<file path="config.mk">
export PLATFORM = sky130hd
export DESIGN_NAME = jtframe_credits_print
export DESIGN_NICKNAME = d
export VERILOG_FILES = /design/src/rtl/jtframe_credits_pkg.sv /design/src/rtl/jtframe_bin2bcd.sv /design/src/rtl/jtframe_credits_print.sv
export SDC_FILE = /design/constraint.sdc
export NUM_CORES = 1
export LEC_CHECK = 0
export ABC_AREA = 1
export BUFFER_PORTS_ARGS = -buffer_cell sky130_fd_sc_hd__buf_2
export CORE_UTILIZATION = 30
export DETAILED_ROUTE_END_ITERATION = 6
export PLACE_DENSITY = 0.54
export SYNTH_ARGS = -nofsm -noshare
export SYNTH_HDL_FRONTEND = slang
export SYNTH_SLANG_ARGS = --single-unit
</file>
<file path="constraint.sdc">
create_clock -name clk -period 2.3 [get_ports clk]
set_input_delay 0.46 -clock clk [delete_from_list [all_inputs] [get_ports clk]]
set_output_delay 0.46 -clock clk [all_outputs]
set_load 0.05 [all_outputs]
</file>
<file path="src/rtl/jtframe_credits_pkg.sv">
// Shared definitions for the credits text writer: command codes, page geometry,
// default character codes and the digit-to-character helpers.
package jtframe_credits_pkg;

  localparam int COLS = 32;
  localparam int ROWS = 32;

  localparam logic [6:0] DEF_BLANK = 7'h20;
  localparam logic [6:0] DEF_ZERO  = 7'h30;
  localparam logic [6:0] DEF_ALPHA = 7'h41;

  typedef enum logic [1:0] {
    CMD_HEX = 2'd0,
    CMD_DEC = 2'd1,
    CMD_CLR = 2'd2,
    CMD_CHR = 2'd3
  } cmd_e;

  typedef enum logic [2:0] {
    ST_IDLE,
    ST_LOAD,
    ST_CONV,
    ST_WRITE,
    ST_CLEAR,
    ST_FIN
  } state_e;

  function automatic logic [6:0] digit_char(input logic [3:0] nib,
                                            input logic [6:0] zero,
                                            input logic [6:0] alpha);
    if (nib < 4'd10) return zero + {3'b000, nib};
    else             return alpha + {3'b000, nib} - 7'd10;
  endfunction

  // Picks digit idx (0 = least significant) out of a packed 5-digit word.
  function automatic logic [3:0] nibble(input logic [19:0] word, input logic [2:0] idx);
    return word[4*idx +: 4];
  endfunction

endpackage

</file>
<file path="src/rtl/jtframe_bin2bcd.sv">
// Sequential 16-bit binary to 5-digit BCD converter (double dabble).
// The first shift happens on the start edge, so done rises 16 cycles after start.
module jtframe_bin2bcd (
  input  logic        clk,
  input  logic        rst,
  input  logic        start,
  input  logic [15:0] bin,
  output logic [19:0] bcd,
  output logic        done
);

  logic [15:0] sr_q, sr_d;
  logic [19:0] bcd_q, bcd_d;
  logic [3:0]  cnt_q, cnt_d;
  logic        run_q, run_d;
  logic [19:0] adj;

  // NOTE: every signal driven here gets a default first, so no path leaves it unassigned and no latch is inferred.
  always_comb begin
    adj = bcd_q;
    for (int i = 0; i < 5; i++) begin
      if (bcd_q[4*i +: 4] >= 4'd5) adj[4*i +: 4] = bcd_q[4*i +: 4] + 4'd3;
    end

    sr_d  = sr_q;
    bcd_d = bcd_q;
    cnt_d = cnt_q;
    run_d = run_q;
    if (start) begin
      // With an all-zero BCD word the first iteration needs no adjust step.
      sr_d  = {bin[14:0], 1'b0};
      bcd_d = {19'd0, bin[15]};
      cnt_d = 4'd15;
      run_d = 1'b1;
    end else if (run_q && cnt_q != 4'd0) begin
      {bcd_d, sr_d} = {adj[18:0], sr_q, 1'b0};
      cnt_d         = cnt_q - 4'd1;
    end
  end

  // NOTE: sequential state uses non-blocking assignments so every flop samples pre-edge values.
  always_ff @(posedge clk) begin
    if (rst) begin
      sr_q  <= '0;
      bcd_q <= '0;
      cnt_q <= '0;
      run_q <= 1'b0;
    end else begin
      sr_q  <= sr_d;
      bcd_q <= bcd_d;
      cnt_q <= cnt_d;
      run_q <= run_d;
    end
  end

  assign bcd  = bcd_q;
  assign done = run_q && (cnt_q == 4'd0);

endmodule

</file>
<file path="src/rtl/jtframe_credits_print.sv">
// Command-driven text writer feeding the credits overlay VRAM port.
// Define JTFRAME_CREDITS_DEC_EN to build the decimal print path (cmd 1).
module jtframe_credits_print
  import jtframe_credits_pkg::*;
#(
  parameter logic [6:0] BLANK = DEF_BLANK,
  parameter logic [6:0] ZERO  = DEF_ZERO,
  parameter logic [6:0] ALPHA = DEF_ALPHA
) (
  input  logic        clk,
  input  logic        rst,
  input  logic        req,
  input  logic [1:0]  cmd,
  input  logic [15:0] value,
  input  logic [4:0]  row,
  input  logic [4:0]  col,
  input  logic [1:0]  ndig,
  input  logic        hl,
  output logic        busy,
  output logic        done,
  output logic [7:0]  vram_din,
  output logic [9:0]  vram_addr,
  output logic        vram_we
);

  localparam logic [9:0] LAST_ADDR = 10'(COLS * ROWS - 1);

  state_e      state_q, state_d;
  cmd_e        cmd_q, cmd_d;
  logic [15:0] val_q, val_d;
  logic [4:0]  row_q, row_d, col_q, col_d;
  logic [1:0]  ndig_q, ndig_d;
  logic        hl_q, hl_d;
  logic [2:0]  cnt_q, cnt_d;
  logic        busy_q, busy_d, done_q, done_d, we_q, we_d;
  logic [7:0]  din_q, din_d;
  logic [9:0]  addr_q, addr_d;
  logic [2:0]  idx;
  logic [6:0]  next_char;

`ifdef JTFRAME_CREDITS_DEC_EN
  logic        conv_start, conv_done;
  logic [19:0] bcd;

  jtframe_bin2bcd u_bcd (
    .clk   (clk),
    .rst   (rst),
    .start (conv_start),
    .bin   (val_q),
    .bcd   (bcd),
    .done  (conv_done)
  );
`endif

  // cnt_q holds the index of the digit currently on the bus; idx is the next one.
  assign idx = cnt_q - 3'd1;

  always_comb begin
    next_char = val_q[6:0];
    case (cmd_q)
      CMD_HEX: next_char = digit_char(nibble({4'd0, val_q}, idx), ZERO, ALPHA);
`ifdef JTFRAME_CREDITS_DEC_EN
      CMD_DEC: next_char = digit_char(nibble(bcd, idx), ZERO, ALPHA);
`endif
      default: ;
    endcase
  end

  always_comb begin
    state_d = state_q;
    cmd_d   = cmd_q;
    val_d   = val_q;
    row_d   = row_q;
    col_d   = col_q;
    ndig_d  = ndig_q;
    hl_d    = hl_q;
    cnt_d   = cnt_q;
    busy_d  = busy_q;
    done_d  = 1'b0;
    we_d    = 1'b0;
    din_d   = din_q;
    addr_d  = addr_q;
`ifdef JTFRAME_CREDITS_DEC_EN
    conv_start = 1'b0;
`endif

    case (state_q)
      ST_IDLE: begin
        if (req) begin
          cmd_d   = cmd_e'(cmd);
          val_d   = value;
          row_d   = row;
          col_d   = col;
          ndig_d  = ndig;
          hl_d    = hl;
          busy_d  = 1'b1;
          state_d = ST_LOAD;
        end
      end
      ST_LOAD: begin
        addr_d = {row_q, col_q};
        case (cmd_q)
          CMD_HEX: begin
            cnt_d   = {1'b0, ndig_q};
            we_d    = 1'b1;
            din_d   = {hl_q, digit_char(nibble({4'd0, val_q}, {1'b0, ndig_q}), ZERO, ALPHA)};
            state_d = ST_WRITE;
          end
          CMD_CHR: begin
            cnt_d   = 3'd0;
            we_d    = 1'b1;
            din_d   = {hl_q, val_q[6:0]};
            state_d = ST_WRITE;
          end
          CMD_CLR: begin
            addr_d  = '0;
            we_d    = 1'b1;
            din_d   = {1'b0, BLANK};
            state_d = ST_CLEAR;
          end
          default: begin
`ifdef JTFRAME_CREDITS_DEC_EN
            conv_start = 1'b1;
            state_d    = ST_CONV;
`else
            busy_d  = 1'b0;
            done_d  = 1'b1;
            state_d = ST_FIN;
`endif
          end
        endcase
      end
      ST_CONV: begin
`ifdef JTFRAME_CREDITS_DEC_EN
        if (conv_done) begin
          cnt_d   = 3'd4;
          we_d    = 1'b1;
          din_d   = {hl_q, digit_char(bcd[19:16], ZERO, ALPHA)};
          state_d = ST_WRITE;
        end
`else
        state_d = ST_IDLE;
`endif
      end
      ST_WRITE: begin
        if (cnt_q == 3'd0) begin
          busy_d  = 1'b0;
          done_d  = 1'b1;
          state_d = ST_FIN;
        end else begin
          // Column wraps inside the row; the row bits never see a carry.
          cnt_d  = idx;
          we_d   = 1'b1;
          addr_d = {addr_q[9:5], addr_q[4:0] + 5'd1};
          din_d  = {hl_q, next_char};
        end
      end
      ST_CLEAR: begin
        if (addr_q == LAST_ADDR) begin
          busy_d  = 1'b0;
          done_d  = 1'b1;
          state_d = ST_FIN;
        end else begin
          we_d   = 1'b1;
          addr_d = addr_q + 10'd1;
        end
      end
      ST_FIN:  state_d = ST_IDLE;
      default: state_d = ST_IDLE;
    endcase
  end

  always_ff @(posedge clk) begin
    if (rst) begin
      state_q <= ST_IDLE;
      cmd_q   <= CMD_HEX;
      val_q   <= '0;
      row_q   <= '0;
      col_q   <= '0;
      ndig_q  <= '0;
      hl_q    <= 1'b0;
      cnt_q   <= '0;
      busy_q  <= 1'b0;
      done_q  <= 1'b0;
      we_q    <= 1'b0;
      din_q   <= '0;
      addr_q  <= '0;
    end else begin
      state_q <= state_d;
      cmd_q   <= cmd_d;
      val_q   <= val_d;
      row_q   <= row_d;
      col_q   <= col_d;
      ndig_q  <= ndig_d;
      hl_q    <= hl_d;
      cnt_q   <= cnt_d;
      busy_q  <= busy_d;
      done_q  <= done_d;
      we_q    <= we_d;
      din_q   <= din_d;
      addr_q  <= addr_d;
    end
  end

  assign busy      = busy_q;
  assign done      = done_q;
  assign vram_we   = we_q;
  assign vram_din  = din_q;
  assign vram_addr = addr_q;

endmodule
</file>
### After elaboration in Yosys (flattened, before gate mapping)

Cells that the tools add are included.

* $lt $le $gt $ge: 2
* reductions and logical operators: 16
* add/subtract/negate cells: 9
* bitwise operators: 1
* muxes and demuxes: 31
* equality and inequality tests: 14
* shift operators: 2

Operators with widths (number)
* $pmux W10 S3: 1
* $pmux W8 S3: 1
* $mux W7: 3
* $mux W10: 2
* $shiftx A20 B5 Y4: 1
* $shiftx A20 B6 Y4: 1
* $pmux W3 S2: 3
* $pmux W8 S2: 1
* $reduce_and A3 Y1: 5
* $add A6 B4 Y7 const A: 2
* $add A7 B4 Y7 const A: 2
* $sub A7 B4 Y7 const B: 2
* $mux W3: 4
* $ne A2 B2 Y1 const B: 6
* $pmux W3 S4: 1
* $add A10 B1 Y10 const B: 1
* $eq A10 B10 Y1 const B: 1
* $mux W1: 10
* $lt A4 B4 Y1 const B: 2
* $mux W8: 1
* $logic_not A3 Y1: 2
* $pmux W1 S3: 2
* $add A5 B1 Y5 const B: 1
* $mux W5: 1
* other kinds (17): 19

* logic and storage cells: 89
* bits in registers: 58
* output and inout port bits: 21
* bits of input ports: 34

### Longest topological paths before layout

* depth after elaboration: 8
* depth in mapped cells: 16
* mapped depth without buffers: 14

### Worst setup path after synthesis

Ideal clock, no wire load.

* path kind: flip-flop to flip-flop
* start point: reg cnt_q[0]
* end point: reg din_q[1] (netlist: vram_din[1])
* buffers on the path: 2
* clock period less this slack: 2.063 ns
* arrival: 1.943 ns
* library setup time: 0.120 ns
* stages on the path, launching flop included: 15
* data required time: 2.180 ns
* setup slack: 0.237 ns
* path through: dfxtp_1 buf_6 inv_4 buf_8 ha_1 inv_2 a21oi_1 o21ai_0 nand2_1 nand2_1 ha_1 nand3b_1 nand3_1 a21oi_1 a21oi_1

* word-level cells in the longest chain between the ends: 8
* elaborated cells between the ends (all ways): 13
* classes of those cells: 4 x add/sub; 1 x order compare; 1 x eq/ne; 1 x shift; 4 x mux; 2 x reduce/logical

RTL lines
* from (decl): RTL line jtframe_credits_print.sv:34 `logic [2:0] cnt_q, cnt_d;`
* from (signal assigned): RTL line jtframe_credits_print.sv:196 `cnt_q <= cnt_d;`
* $sub A3 B1 Y3: RTL line jtframe_credits_print.sv:56 `assign idx = cnt_q - 3'd1;`
* $shiftx A20 B6 Y4: RTL line jtframe_credits_pkg.sv:37 `return word[4*idx +: 4];`
* $add A7 B4 Y7: RTL line jtframe_credits_pkg.sv:32 `else return alpha + {3'b000, nib} - 7'd10;`
* $sub A7 B4 Y7: RTL line jtframe_credits_pkg.sv:32
* $mux W7: RTL line jtframe_credits_pkg.sv:31 `if (nib < 4'd10) return zero + {3'b000, nib};`
* $mux W7: RTL line jtframe_credits_print.sv:60 `case (cmd_q)`
* $mux W8: RTL line jtframe_credits_print.sv:146 `if (cnt_q == 3'd0) begin`
* $pmux W8 S2: RTL line jtframe_credits_print.sv:87 `case (state_q)`
* to (signal assigned): RTL line jtframe_credits_print.sv:200 `din_q <= din_d;`
* to (decl): RTL line jtframe_credits_print.sv:36 `logic [7:0] din_q, din_d;`

Parallel ways exist; a longest one is shown, timed or not. The select of a mux whose other input is x is not followed.
A chain may end at the register's enable or synchronous reset.

### Worst setup path after layout

Same ends and word-level chain as after synthesis.

==> flow_summary.json <==
{
  "place_inst": 647,
  "cts.sinks": 58,
  "pre_cts_slack_ps": 351,
  "intPower_mw": 2.89,
  "wl_um": 9010,
  "syn2layout_area_growth_pct": 20.0,
  "syn_area_per_cell_um2": 7.08,
  "final_cell_mix": "a21oi_1 (73), nand2_1 (70), dfxtp_1 (58), inv_1 (57), o21ai_0 (56)",
  "ys_ff_latch": 58,
  "synth_area_mm2": 0.00331,
  "rsz0062_at_grt": "no",
  "final_common_cell": "a21oi_1",
  "power_switching_mw": 2.55,
  "fin_setup_tns_ps": 0,
  "grt_pass1_vias": 2922,
  "dieArea_mm2": 0.0115,
  "hold_viol": 0,
  "yosysUniqueCellTypes": 36,
  "clk_path_buf_depth": 2,
  "netlist_instances": 468,
  "cts_setup_buffers": 0,
  "ios": 55,
  "drive_above_1_share": 0.239,
  "pwr-share-seq": 0.289,
  "synth_top_area_frac": 0.351,
  "placed_area_mm2": 0.00372,
  "p_comb_frac": 0.488,
  "cts_tree": "done",
  "worstPathCellList": "inv_4 > ha_1 > inv_2 > a21oi_1 > o21ai_0 > nand2_1 > nand2_1 > ha_1 > nand3b_1 > nand3_1 > a21oi_1 > a21oi_1",
  "vias_per_cell": 4.87,
  "fin_crit_ps": 1980,
  "antenna_cells": 0,
  "root_buffer": "clkbuf_8",
  "dr.pass1.iters": 5,
  "setup_viol": 0,
  "drt_iter0_drc": 186,
  "io_buffers": 54,
  "critPathBufInv": 2,
  "skew_ps": 11.5,
  "finalCritPeriodShare": 0.859,
  "ctsHoldBuffers": 0,
  "place.gp.congestion": 0.885,
  "cpLargestDelayFamily": "adder cells",
  "start_kind": "flop",
  "cp_common_cell": "a21oi_1",
  "worstSetupPathType": "flop to flop",
  "track_usage": 0.166,
  "dpl.hpwl_um": 6760,
  "worst-path-max-fanout": 5,
  "grt_pass1_wl_um": 14800,
  "switching_share": 0.469,
  "final_cell_area_mm2": 0.00397,
  "grt_max_degree": 53,
  "synth.largest_area_cell": "dfxtp_1",
  "yosysSeqAreaShare": 0.351,
  "critPathArrivalTime_ps": 2220,
  "start_util": 0.315,
  "routedWlPerCell_um": 13.6,
  "crit_path_max_incr_delay_ps": 370,
  "routed-via-count": 3232,
  "final_nets": 565,
  "cp-end-kind": "flop",
  "antenna_found_initial": 0,
  "outcome": "finished, final reports clean",
  "cts.repair.resized": 0,
  "cts.clk_slew.worst_paths_ps": 70,
  "setup_ws_ps": 323,
  "crit_path_top_delay_cell": "dfxtp_1",
  "maxCapViolCount": 0,
  "syn-num-nets": 511,
  "overflow": 0,
  "slew_headroom": 0.652,
  "fmax_mhz": 506,
  "power.share.clock": 0.223,
  "p_leak_nw": 1.74,
  "stdcell_count": 663,
  "cts_made_buffers": 9,
  "die-height_um": 107,
  "postRouteAntennaNets": 0,
  "slew_viol_final": 0,
  "fp.coreArea_mm2": 0.0105,
  "ir_drop_v": 0.000387,
  "drc": 0,
  "clock_latency_ps": 350,
  "tightestPinTransition_ps": 521,
  "required_ps": 2540,
  "fp.dieW_um": 107,
  "rows": 37,
  "synth_area_leaders": "dfxtp_1 (35%), a21oi_1 (11%), o21ai_0 (8.5%)",
  "hold_path_class": "primary input to flop",
  "cts_max_level": 3,
  "ys_warn_count": 0,
  "pwr_density_cell_mw_per_mm2": 1370
}
synth_stat cells (all sizes together):
| master | n |
|---|---|
| nand2 | 84 |
| a21oi | 75 |
| inv | 67 |
| o21ai | 64 |
| dfxtp | 58 |
| nand3 | 42 |
| nor2 | 19 |
| clkbuf | 13 |
| ha | 9 |
| nand4 | 7 |
| a211oi | 6 |
| buf | 6 |
| nor3 | 4 |
| nand3b | 3 |
| o22ai | 3 |
| nor4 | 2 |
| o31ai | 2 |
| o211ai | 1 |
| o311ai | 1 |
| xnor2 | 1 |
| xor2 | 1 |
cell families (layout without fill, tap and decap cells):
| family | after synthesis | count (layout) | share of synthesized area |
|---|---|---|---|
| buf+inv | 86 | 145 | 0.111 |
| simple gates | 161 | 161 | 0.251 |
| compound gates | 152 | 152 | 0.248 |
| xor+xnor | 2 | 2 | 0.00529 |
| flops | 58 | 58 | 0.351 |
| fa+ha+maj | 9 | 9 | 0.0340 |
power by group through the flow:
stage	combinational (mW)	clock, mW	sequential, mW
after floorplan	1.66	0	1.95
after global placement	2.62	0	1.59
after detailed placement	2.65	0	1.60
after CTS	2.66	1.24	1.57
after global routing	2.95	1.28	1.62
final	2.66	1.22	1.57
cell type report:
type,count,area [um2]
clock inverter,5,100
sequential,58,1160
multi-input combinational,324,1790
tap,136,170
fill,1126,6540
clock buffer,11,151
timing repair buffer,62,343
inverter,67,262
stage by stage:
step	power [mW]	utilization	hold slack (ps)
after floorplan	3.61	-	424
final	5.45	0.378	383
after CTS	5.48	0.378	366
after global routing	5.85	0.378	388
after global placement	4.21	0.354	438
after detailed placement	4.25	0.354	441
per-layer routing:
metal,vias up,global-route usage,share of wire
met1,1479,0.231,0.51
met3,7,0.0316,0.037
met5,-,0,0
li1,1683,-,-
met4,0,0.0734,0.011
met2,63,0.248,0.44
worst min-delay path: cells and delay by family:
| family | cells | cell delay (ps) |
|---|---|---|
| AO/OA/AOI/OAI | 2 | 170 |
| buffers and inverters | 1 | 70 |
path summary, 6_finish.rpt:
path	startpoint	end	slack [ps]	cells after the start
worst max-delay path	cnt_q[0]$_SDFFE_PP0P_	vram_din[1]$_SDFFE_PP0P_	320	12
worst min-delay path	value[6]	val_q[6]$_SDFFE_PP0P_	380	3
worst max register to register	cnt_q[0]$_SDFFE_PP0P_	vram_din[1]$_SDFFE_PP0P_	320	12
worst min register to register	row_q[2]$_SDFFE_PP0P_	row_q[2]$_SDFFE_PP0P_	450	2
sequential cells by signal (all words and copies together), names as in the netlist:
name       cells
busy           1
cmd_q          2
col_q          5
ndig_q         2
done           1
hl_q           1
vram_din       8
vram_we        1
row_q          5
vram_addr     10
state_q        3
cnt_q          3
val_q         16
Note: power is estimated with default switching activity, not from simulation.
